File: src/rtl/dmem_arbiter.sv
// -----------------------------------------------------------------------------
// dmem_arbiter
//
// Shares the single-port data memory between the pipeline memory stage (CPU)
// and the matrix-MAC load/store engine (MAC). By default the CPU has priority.
// A starvation counter forces one MAC grant after STARVE_MAX consecutive
// cycles in which the MAC lost to the CPU. While the MAC holds memory against
// a pending CPU access, the pipeline is stalled.
//
// Ports
//   clk, rst            clock, asynchronous active-high reset
//   cpu_req/we/addr/wdata  CPU access request and payload
//   cpu_rdata           CPU load data (combinational from memory)
//   cpu_stall           freeze the pipeline this cycle
//   mac_req/we/addr/wdata  MAC request and payload (held until mac_gnt)
//   mac_gnt             MAC request accepted this cycle
//   mac_rvalid/rdata    registered MAC load result, one cycle after grant
//   mem_we/addr/wdata   to the data memory (synchronous write)
//   mem_rdata           from the data memory (combinational read)
// -----------------------------------------------------------------------------
module dmem_arbiter #(
    parameter int AW         = 32,
    parameter int DW         = 32,
    parameter int STARVE_MAX = 4
) (
    input  logic          clk,
    input  logic          rst,
    input  logic          cpu_req,
    input  logic          cpu_we,
    input  logic [AW-1:0] cpu_addr,
    input  logic [DW-1:0] cpu_wdata,
    output logic [DW-1:0] cpu_rdata,
    output logic          cpu_stall,
    input  logic          mac_req,
    input  logic          mac_we,
    input  logic [AW-1:0] mac_addr,
    input  logic [DW-1:0] mac_wdata,
    output logic          mac_gnt,
    output logic          mac_rvalid,
    output logic [DW-1:0] mac_rdata,
    output logic          mem_we,
    output logic [AW-1:0] mem_addr,
    output logic [DW-1:0] mem_wdata,
    input  logic [DW-1:0] mem_rdata
);

    // Counter holds 0..STARVE_MAX.
    localparam int SW = $clog2(STARVE_MAX + 1);
    localparam logic [SW-1:0] STARVE_LAST = SW'(STARVE_MAX - 1);

    typedef enum logic {
        CPU_PRI = 1'b0,
        MAC_PRI = 1'b1
    } mode_t;

    mode_t         mode_r;
    mode_t         mode_next_s;
    logic [SW-1:0] starve_r;
    logic [SW-1:0] starve_next_s;
    logic          mac_owns_s;
    logic          cpu_owns_s;
    logic          mac_rvalid_r;
    logic [DW-1:0] mac_rdata_r;

    // Ownership decision for the current cycle.
    always_comb begin
        mac_owns_s = 1'b0;
        case (mode_r)
            CPU_PRI: mac_owns_s = mac_req & ~cpu_req;
            // An idle MAC in MAC_PRI is a protocol violation; the CPU then
            // falls through exactly as in CPU_PRI.
            MAC_PRI: mac_owns_s = mac_req;
            default: mac_owns_s = 1'b0;
        endcase
        cpu_owns_s = cpu_req & ~mac_owns_s;
    end

    // Memory-side mux and requester-side handshakes.
    always_comb begin
        mac_gnt   = mac_owns_s;
        cpu_stall = mac_owns_s & cpu_req;
        cpu_rdata = mem_rdata;
        if (mac_owns_s) begin
            mem_we    = mac_we;
            mem_addr  = mac_addr;
            mem_wdata = mac_wdata;
        end else if (cpu_owns_s) begin
            mem_we    = cpu_we;
            mem_addr  = cpu_addr;
            mem_wdata = cpu_wdata;
        end else begin
            mem_we    = 1'b0;
            mem_addr  = cpu_addr;
            mem_wdata = cpu_wdata;
        end
    end

    // Next mode and starvation count.
    always_comb begin
        mode_next_s   = CPU_PRI;
        starve_next_s = {SW{1'b0}};
        case (mode_r)
            CPU_PRI: begin
                if (mac_req && cpu_req) begin
                    starve_next_s = starve_r + SW'(1);
                    if (starve_r >= STARVE_LAST) begin
                        mode_next_s = MAC_PRI;
                    end else begin
                        mode_next_s = CPU_PRI;
                    end
                end else begin
                    // MAC either granted or not asking: nothing owed.
                    starve_next_s = {SW{1'b0}};
                    mode_next_s   = CPU_PRI;
                end
            end
            // The forced grant lasts exactly one cycle.
            MAC_PRI: begin
                mode_next_s   = CPU_PRI;
                starve_next_s = {SW{1'b0}};
            end
            default: begin
                mode_next_s   = CPU_PRI;
                starve_next_s = {SW{1'b0}};
            end
        endcase
    end

    // Arbitration state register.
    always_ff @(posedge clk or posedge rst) begin
        if (rst) begin
            mode_r   <= CPU_PRI;
            starve_r <= {SW{1'b0}};
        end else begin
            mode_r   <= mode_next_s;
            starve_r <= starve_next_s;
        end
    end

    // MAC load return path: capture memory data after a granted read.
    always_ff @(posedge clk or posedge rst) begin
        if (rst) begin
            mac_rvalid_r <= 1'b0;
            mac_rdata_r  <= {DW{1'b0}};
        end else begin
            mac_rvalid_r <= mac_owns_s & ~mac_we;
            if (mac_owns_s && !mac_we) begin
                mac_rdata_r <= mem_rdata;
            end else begin
                mac_rdata_r <= mac_rdata_r;
            end
        end
    end

    assign mac_rvalid = mac_rvalid_r;
    assign mac_rdata  = mac_rdata_r;

endmodule

File: config.mk
export PLATFORM = sky130hd
export DESIGN_NAME = dmem_arbiter
export DESIGN_NICKNAME = d
export VERILOG_FILES = /design/src/rtl/dmem_arbiter.sv
export SDC_FILE = /design/constraint.sdc
export NUM_CORES = 1
export LEC_CHECK = 0
export BUFFER_PORTS_ARGS = -buffer_cell sky130_fd_sc_hd__buf_2
export CAP_MARGIN = 20
export CELL_PAD_IN_SITES_DETAIL_PLACEMENT = 1
export CELL_PAD_IN_SITES_GLOBAL_PLACEMENT = 1
export CORE_AREA = 2 2 116 118
export DETAILED_ROUTE_END_ITERATION = 8
export DIE_AREA = 0 0 118 120
export PLACE_DENSITY = 0.82
export SLEW_MARGIN = 20
export SYNTH_ARGS = -nofsm -noshare
export SYNTH_HDL_FRONTEND = slang
export SYNTH_SLANG_ARGS = --single-unit
File: constraint.sdc
create_clock -name clk -period 1.7 [get_ports clk]
set_clock_uncertainty 0.05 [all_clocks]
set_input_delay 0.255 -clock clk [delete_from_list [all_inputs] [get_ports clk]]
set_output_delay 0.255 -clock clk [all_outputs]
set_load 0.1 [all_outputs]
==> impl_results.md, run 1 <==
* Finished Core Util at 41.7%
* Total GRT Usage at 16.2%
* DRC at 0
* Initial Utilization at 18.9%
* PwrDens at 1120 mW/mm^2
* Register area share after synthesis at 37.7%
* Die H at 120 um
* Setup TNS at -22.63 ns
* Multi-input logic area at 0.00136 mm^2
* Max Cap Viol at 0
* Final count of hold timing violations at 0
* Startpoint Class: flip-flop
* CTS tree: built
* Num CTS Buffers at 5
* Core ar. at 0.0130 mm^2
* Bufs on Longest Clock Path at 2
* FILL cells at 1428
* Final period util at 123%
* Width of the die at 118 um
* Combinational share of power at 64.3%
* Most frequent CP cell: buf_12
* First-pass GRT wire length at 17.5 mm
* Unrepaired setup endpoints after global routing: yes
* Yosys warnings at 0
* Post-route ant nets at 0
* Slowest cell delay on critical path at 0.41 ns
* Fin area at 0.00541 mm^2
* Int Pwr at 2.79 mW
* DP HPWL at 10.0 mm
* Largest net degree at the start of global routing at 38
* Pleak at 2.83 nW
* Maximum vdd drop at 0.723 mV
* Share of layout cells above drive strength 1 at 89.0%
* DR WL/cell at 18.5 um
* Avg Cell Area, Syn at 12.8 um^2
* Hold-fix buffers, CTS at 0
* Vias in the first global route at 2953
* Final Routed Wirelength at 12.0 mm
* CTS Sinks at 37
* DIE AREA at 0.0142 mm^2
* Status: finished with violations
* Shortest period the worst path allows at 2.09 ns
* Pwr Total at 6.03 mW
* FP Rows at 42
* Failing checks: negative setup slack
* CP Buf/Inv Count at 2
* Syn nets at 360
* Inserted Diodes at 0
* Crit path capture type: primary output
* Share of power burned in registers at 18.4%
* Initial antenna violation count at 0
* Gp weighted congestion at 0.872
* Worst relative slew slack at 66.3%
* Required time of the critical path at 1.39 ns
* Critical path fanouts, max at 21
* # IOs at 298
* Fmax at 479 MHz
* Sw Share at 53.8%
* Setup violators final at 66
* H-tree levels at 2
* Post-Syn Instances at 192
* Max-slew violation count at 0
* Worst path slowest cell: dfrtp_1
* Flops & latches, synth at 37
* DR pass1 iterations at 4
* CP Class: reg2out
* Distinct cells, synth at 16
* Clock Latency Late Sink at 0.28 ns
* Layout area overhead at 120%
* Worst hold margin at 0.0311 ns
* Final WS setup at -0.389 ns
* Critical path's top delay family: flip-flops
* Nets at 640
* Starting DRC count in detailed routing at 51
* Root Buffer: clkbuf_16
* Data arrival time of the worst path at 1.78 ns
* Vias per inst at 4.05
* IO Port Bufs at 297
* Worst Hold Class: in2async
* Synth Cell Area at 0.00246 mm^2
* Via Count at 2628
* Flip-flop and latch area at 926 um^2
* Clock transition at path regs at 0.06 ns
* GRT overflow at 0
* Switch Pwr at 3.24 mW
* Crit path cell chain: nor2b_4, nand2b_4, buf_12, mux2_2, buf_12
* Clock power share at 17.3%
* Worst Tran Pin Value at 0.510 ns
* Placed instance area at 0.00513 mm^2
-- placed cells by master (no fill, tap or decap), types with 2 or more instances in the layout --
| master | n |
|---|---|
| buf_4 | 9 |
| mux2_1 | 2 |
| clkbuf_16 | 6 |
| inv_1 | 2 |
| mux2_4 | 39 |
| nor2_1 | 3 |
| buf_12 | 71 |
| ha_1 | 2 |
| mux2_2 | 55 |
| buf_2 | 230 |
| buf_6 | 2 |
| dfrtp_1 | 37 |
| and3_1 | 2 |
| nand2_1 | 2 |
-- flip-flops by register name, summed over array words and instances, names as in the netlist --
| signal | flops |
|---|---|
| mac_rdata | 32 |
| mode_r | 1 |
| starve_r | 3 |
| mac_rvalid | 1 |
-- layer usage --
layer / share of wire (%) / global-route usage (%) / vias up
met3: 7.5 / 4.61 / 9
met2: 53 / 29.7 / 166
met4: 1.1 / 3.16 / 0
met5: 0 / 0 / -
li1: - / - / 1208
met1: 38 / 18.9 / 1245
-- power groups by stage --
stage	clock network [mW]	registers (mW)	logic [mW]
floorplan	0	2.21	1.71
global placement	0	1.11	3.81
detailed placement	0	1.13	3.85
CTS	1.08	1.11	3.89
global route	1.13	1.13	3.97
finish	1.04	1.11	3.88
-- logic make-up (layout without fill, tap and decap cells) --
kind of cell	Yosys count	count (layout)	share of synthesized area, %
buf+inv	45	325	13.7
fa+ha+maj	2	2	1.02
compound gates	2	2	0.509
flops	37	37	37.7
simple gates	10	11	3.16
mux	96	96	44.0
-- cell usage after synthesis (all sizes together) --
cell type | number | area share [%]
and3 | 2 | 0.51
inv | 3 | 0.46
dfrtp | 37 | 38
nand2 | 2 | 0.31
buf | 42 | 13
nor2 | 3 | 0.46
nor2b | 1 | 0.56
nand2b | 1 | 0.56
nor3b | 1 | 0.76
a21oi | 1 | 0.20
mux2 | 96 | 44
a211oi | 1 | 0.31
ha | 2 | 1.0
-- cell type report --
class | count | area share (%)
inverters | 3 | 0.278
well taps | 176 | 4.07
repair buffers | 314 | 50.2
flip-flops and latches | 37 | 17.1
clock inverters | 2 | 0.717
multi-input cells | 111 | 25.2
clock buffers | 6 | 2.38
-- worst reg2reg max path: cells and delay by family, from the launching register on --
family                 cells  cell delay [ns]
DFF                        1             0.40
muxes                      1             0.39
buffers and inverters      2             0.38
and+or+nand+nor            2             0.27
-- per-stage QoR --
step | setup slack, ns | instances
global placement | -0.0740 | 635
finish | -0.389 | 649
detailed placement | -0.0926 | 635
global route | -0.479 | 649
floorplan | -0.0598 | 192
CTS | -0.404 | 648
-- path summary, 6_finish.rpt --
path / endpoint / cells after the start / from / slack [ns]
worst max-delay path: mem_addr[5] / 5 / mode_r / -0.39
min in group clk: mac_rdata[2] / 2 / mem_rdata[2] / 0.16
worst max register to register: mac_rdata[28] / 5 / mode_r / 0.10
worst min register to register: mac_rdata[2] / 1 / mac_rdata[2] / 0.43
max in group asynchronous: mac_rdata[1] / 3 / rst / 1.23
worst min-delay path: mac_rdata[14] / 3 / rst / 0.03
-- repair_timing --
action	CTS	global route
endpoints found under the setup margin	66	66
gates cloned	2	1
setup buffers	3	1
pin swaps	0	0
resized for setup	3	2
Note: power is estimated with default switching activity, not from simulation.
==> inputs of run 2 (changes only) <==
ABC_AREA = 1   (was not set)
CORE_AREA = not set   (was 2 2 116 118)
CORE_ASPECT_RATIO = 0.8   (was not set)
CORE_MARGIN = 2   (was not set)
CORE_UTILIZATION = 20   (was not set)
DIE_AREA = not set   (was 0 0 118 120)
PLACE_DENSITY = not set   (was 0.82)
PLACE_DENSITY_LB_ADDON = 0.1   (was not set)
==> impl_results.md, run 2 <==
* DIE AREA at 0.0139 mm^2 (-1.7%)
* Setup TNS at -6.08 ns (+16.55 ns)
* R2R cell count at 7 (+2)
* Max Cap Viol at 0 (unchanged)
* Yosys top cell by area: nand2_1
* Clock Latency Late Sink at 0.28 ns (about the same)
* Fraction of registers with async set or reset after synthesis at 100% (unchanged)
* Crit path cell chain: inv_2, a21boi_4, buf_4, bufbuf_16, nand2_1, nand2_2, buf_12
* DRC at 0 (unchanged)
* Gp weighted congestion at 0.797 (-8.6%)
* Vias per inst at 4.29 (+5.9%)
* PwrDens at 997 mW/mm^2 (-11%)
* CP Class: reg2out
* Crit path capture type: primary output
* Failing checks: negative setup slack
* Clock transition at path regs at 0.06 ns (about the same)
* Bufs on Longest Clock Path at 2 (unchanged)
* R2r setup slk at 0.21 ns (+0.11 ns)
* Hold path startpoint: mem_rdata[12]
* FILL cells at 1622 (+14%)
* Yosys warnings at 0 (unchanged)
* Fin area at 0.00583 mm^2 (+7.9%)
* IO Port Bufs at 297 (unchanged)
* Ys flop type: dfrtp_1
* Final period util at 107% (-16 points)
* Worst hold margin at 0.185 ns (+0.154 ns)
* Setup violators final at 66 (unchanged)
* Initial Utilization at 20.3% (+1.4 points)
* Worst hold path endpoint: mac_rdata[12]
* Largest register FFs at 32 (unchanged)
* Synth Cell Area at 0.00260 mm^2 (+5.6%)
* First-pass GRT wire length at 20.5 mm (+17%)
* Critical path fanouts, max at 7 (-67%)
* Synth top area share at 37.7% (-5.3 points)
* Fmax at 549 MHz (+15%)
* DP HPWL at 10.6 mm (+5.4%)
* Pwr Total at 5.81 mW (-3.6%)
* Worst path slowest cell: dfrtp_1
* Starting DRC count in detailed routing at 104 (+100%)
* DR WL/cell at 16.3 um (-12%)
* Post-route ant nets at 0 (unchanged)
* Width of the die at 131 um (+11%)
* Root Buffer: clkbuf_16
* Finished Layout Cells at 853 (+31%)
* Post-Syn Instances at 408 (+110%)
* Via Count at 3658 (+39%)
* Share of layout cells above drive strength 1 at 61.4% (-28 points)
* Finished Core Util at 45.7% (+4.0 points)
* Worst Tran Pin Value at 0.511 ns (+0.00170 ns)
* Startpoint Class: flip-flop
* Die H at 106 um (-12%)
* CTS tree: built
* Unrepaired setup endpoints after global routing: yes
* Flops & latches, synth at 37 (unchanged)
* Synth cell count leaders: nand2_1, buf_4, dfrtp_1
* Most common cell in the netlist: nand2_1
* DR pass1 iterations at 5 (+1)
* Required time of the critical path at 1.39 ns (about the same)
* Worst relative slew slack at 66.1% (-0.11 points)
* Nets at 845 (+32%)
* Post-Place Cells at 832 (+31%)
* Placed instance area at 0.00529 mm^2 (+3.1%)
* Initial antenna violation count at 0 (unchanged)
* R2r startpoint: mode_r
* FF-to-FF End: mac_rdata[2]
* WHS Path Cells at 3
* H-tree levels at 2 (unchanged)
* Worst Hold Class: in2reg
* Final Routed Wirelength at 13.9 mm (+16%)
* Leading cell type in the layout, fill and taps excluded: buf_2
* Vias in the first global route at 3897 (+32%)
* Avg Cell Area, Syn at 6.37 um^2 (-50%)
* Register area share after synthesis at 35.6% (-2.0 points)
* Max-slew violation count at 0 (unchanged)
* Post-synth EDFFs at 0 (unchanged)
* Core ar. at 0.0128 mm^2 (-1.6%)
* Inserted Diodes at 0 (unchanged)
* Commonest non-fill, non-tap cells in the layout: buf_2, nand2_1, buf_12
* Final count of hold timing violations at 0 (unchanged)
* Slowest cell delay on critical path at 0.37 ns (-0.04 ns)
* Largest net degree at the start of global routing at 35 (-7.9%)
* Status: finished with violations
* Layout area overhead at 125%
* Final WS setup at -0.121 ns (+0.268 ns)
* Total GRT Usage at 18.3% (+2.1 points)
* Shortest period the worst path allows at 1.82 ns (-0.268 ns)
* CTS Sinks at 37 (unchanged)
* Largest cells by area after synthesis: nand2_1, dfrtp_1, buf_4
* Dpl ws at 0.115 ns (+0.208 ns)
* Syn nets at 576 (+60%)
* Num CTS Buffers at 5 (unchanged)
* FP Rows at 37 (-12%)
* GRT overflow at 0 (unchanged)
* Maximum vdd drop at 0.611 mV (-16%)
* # IOs at 298 (unchanged)
* Distinct cells, synth at 14 (-2)
* Pleak at 3.24 nW (+15%)
* Data arrival time of the worst path at 1.52 ns (-0.26 ns)
[run 2: cell count changes after synthesis, sizes merged, moves of 4 or more]
cell,change
clkbuf,+8
nand2,+260
nand4,+32
inv,+4
buf,+9
mux2,-96
[run 2: layout make-up]
cell class / instances / area, um^2 / area share, %
Clock buffer: 7 / 153 / 2.62
Inverter: 7 / 30.0 / 0.515
Multi-Input combinational cell: 306 / 1570 / 27.0
Timing Repair Buffer: 320 / 2930 / 50.2
Sequential cell: 37 / 926 / 15.9
Tap cell: 175 / 219 / 3.75
Clock inverter: 1 / 5.00 / 0.0858
[run 2: worst max path at each step]
stage	start	slack, ns	end	depth (start not counted)
2_1_floorplan	mode_r	0.02	mem_addr[23]	7
3_3_place_gp	cpu_req	0.13	cpu_stall	6
3_5_place_dp	cpu_req	0.12	cpu_stall	6
4_1_cts	mode_r	-0.13	mem_addr[1]	7
5_1_grt	mode_r	-0.20	mem_addr[9]	7
6_report	mode_r	-0.12	mem_addr[4]	7
[run 2: metal layers]
layer  share of wire, %  global-route usage, %  up-vias
met4                1.2                   2.95        0
met2                 54                   35.9      152
met5                  0                      0        -
met1                 37                   19.2     1707
met3                7.5                   6.44       14
li1                   -                      -     1785
[run 2: logic make-up (layout without fill, tap and decap cells)]
logic type | Yosys count | in the layout | share of synthesized area [%]
AOI/OAI and AO/OA | 2 | 2 | 0.626
adders and majority gates | 2 | 2 | 0.963
buffers and inverters | 66 | 335 | 15.9
DFF | 37 | 37 | 35.6
and+or+nand+nor | 301 | 302 | 46.8
[run 2: timing repair]
action	in CTS	in global routing
setup endpoints to repair	66	99
gates cloned	3	7
hold buffers	1	0
resized for setup	25	12
pin swaps	2	0
buffers inserted	3	0
endpoints found under the hold margin	4	0
[run 2: where the power goes]
group | switching [mW] | internal [mW]
logic | 2.80 | 0.981
clock network | 0.344 | 0.620
registers | 0.0628 | 1.01
total | 3.21 | 2.61
[run 2: critical path: cells and delay by family (launching register included)]
| family | cells | cell delay (ns) |
|---|---|---|
| simple gates | 2 | 0.13 |
| flops | 1 | 0.37 |
| buf+inv | 4 | 0.66 |
| compound gates | 1 | 0.07 |
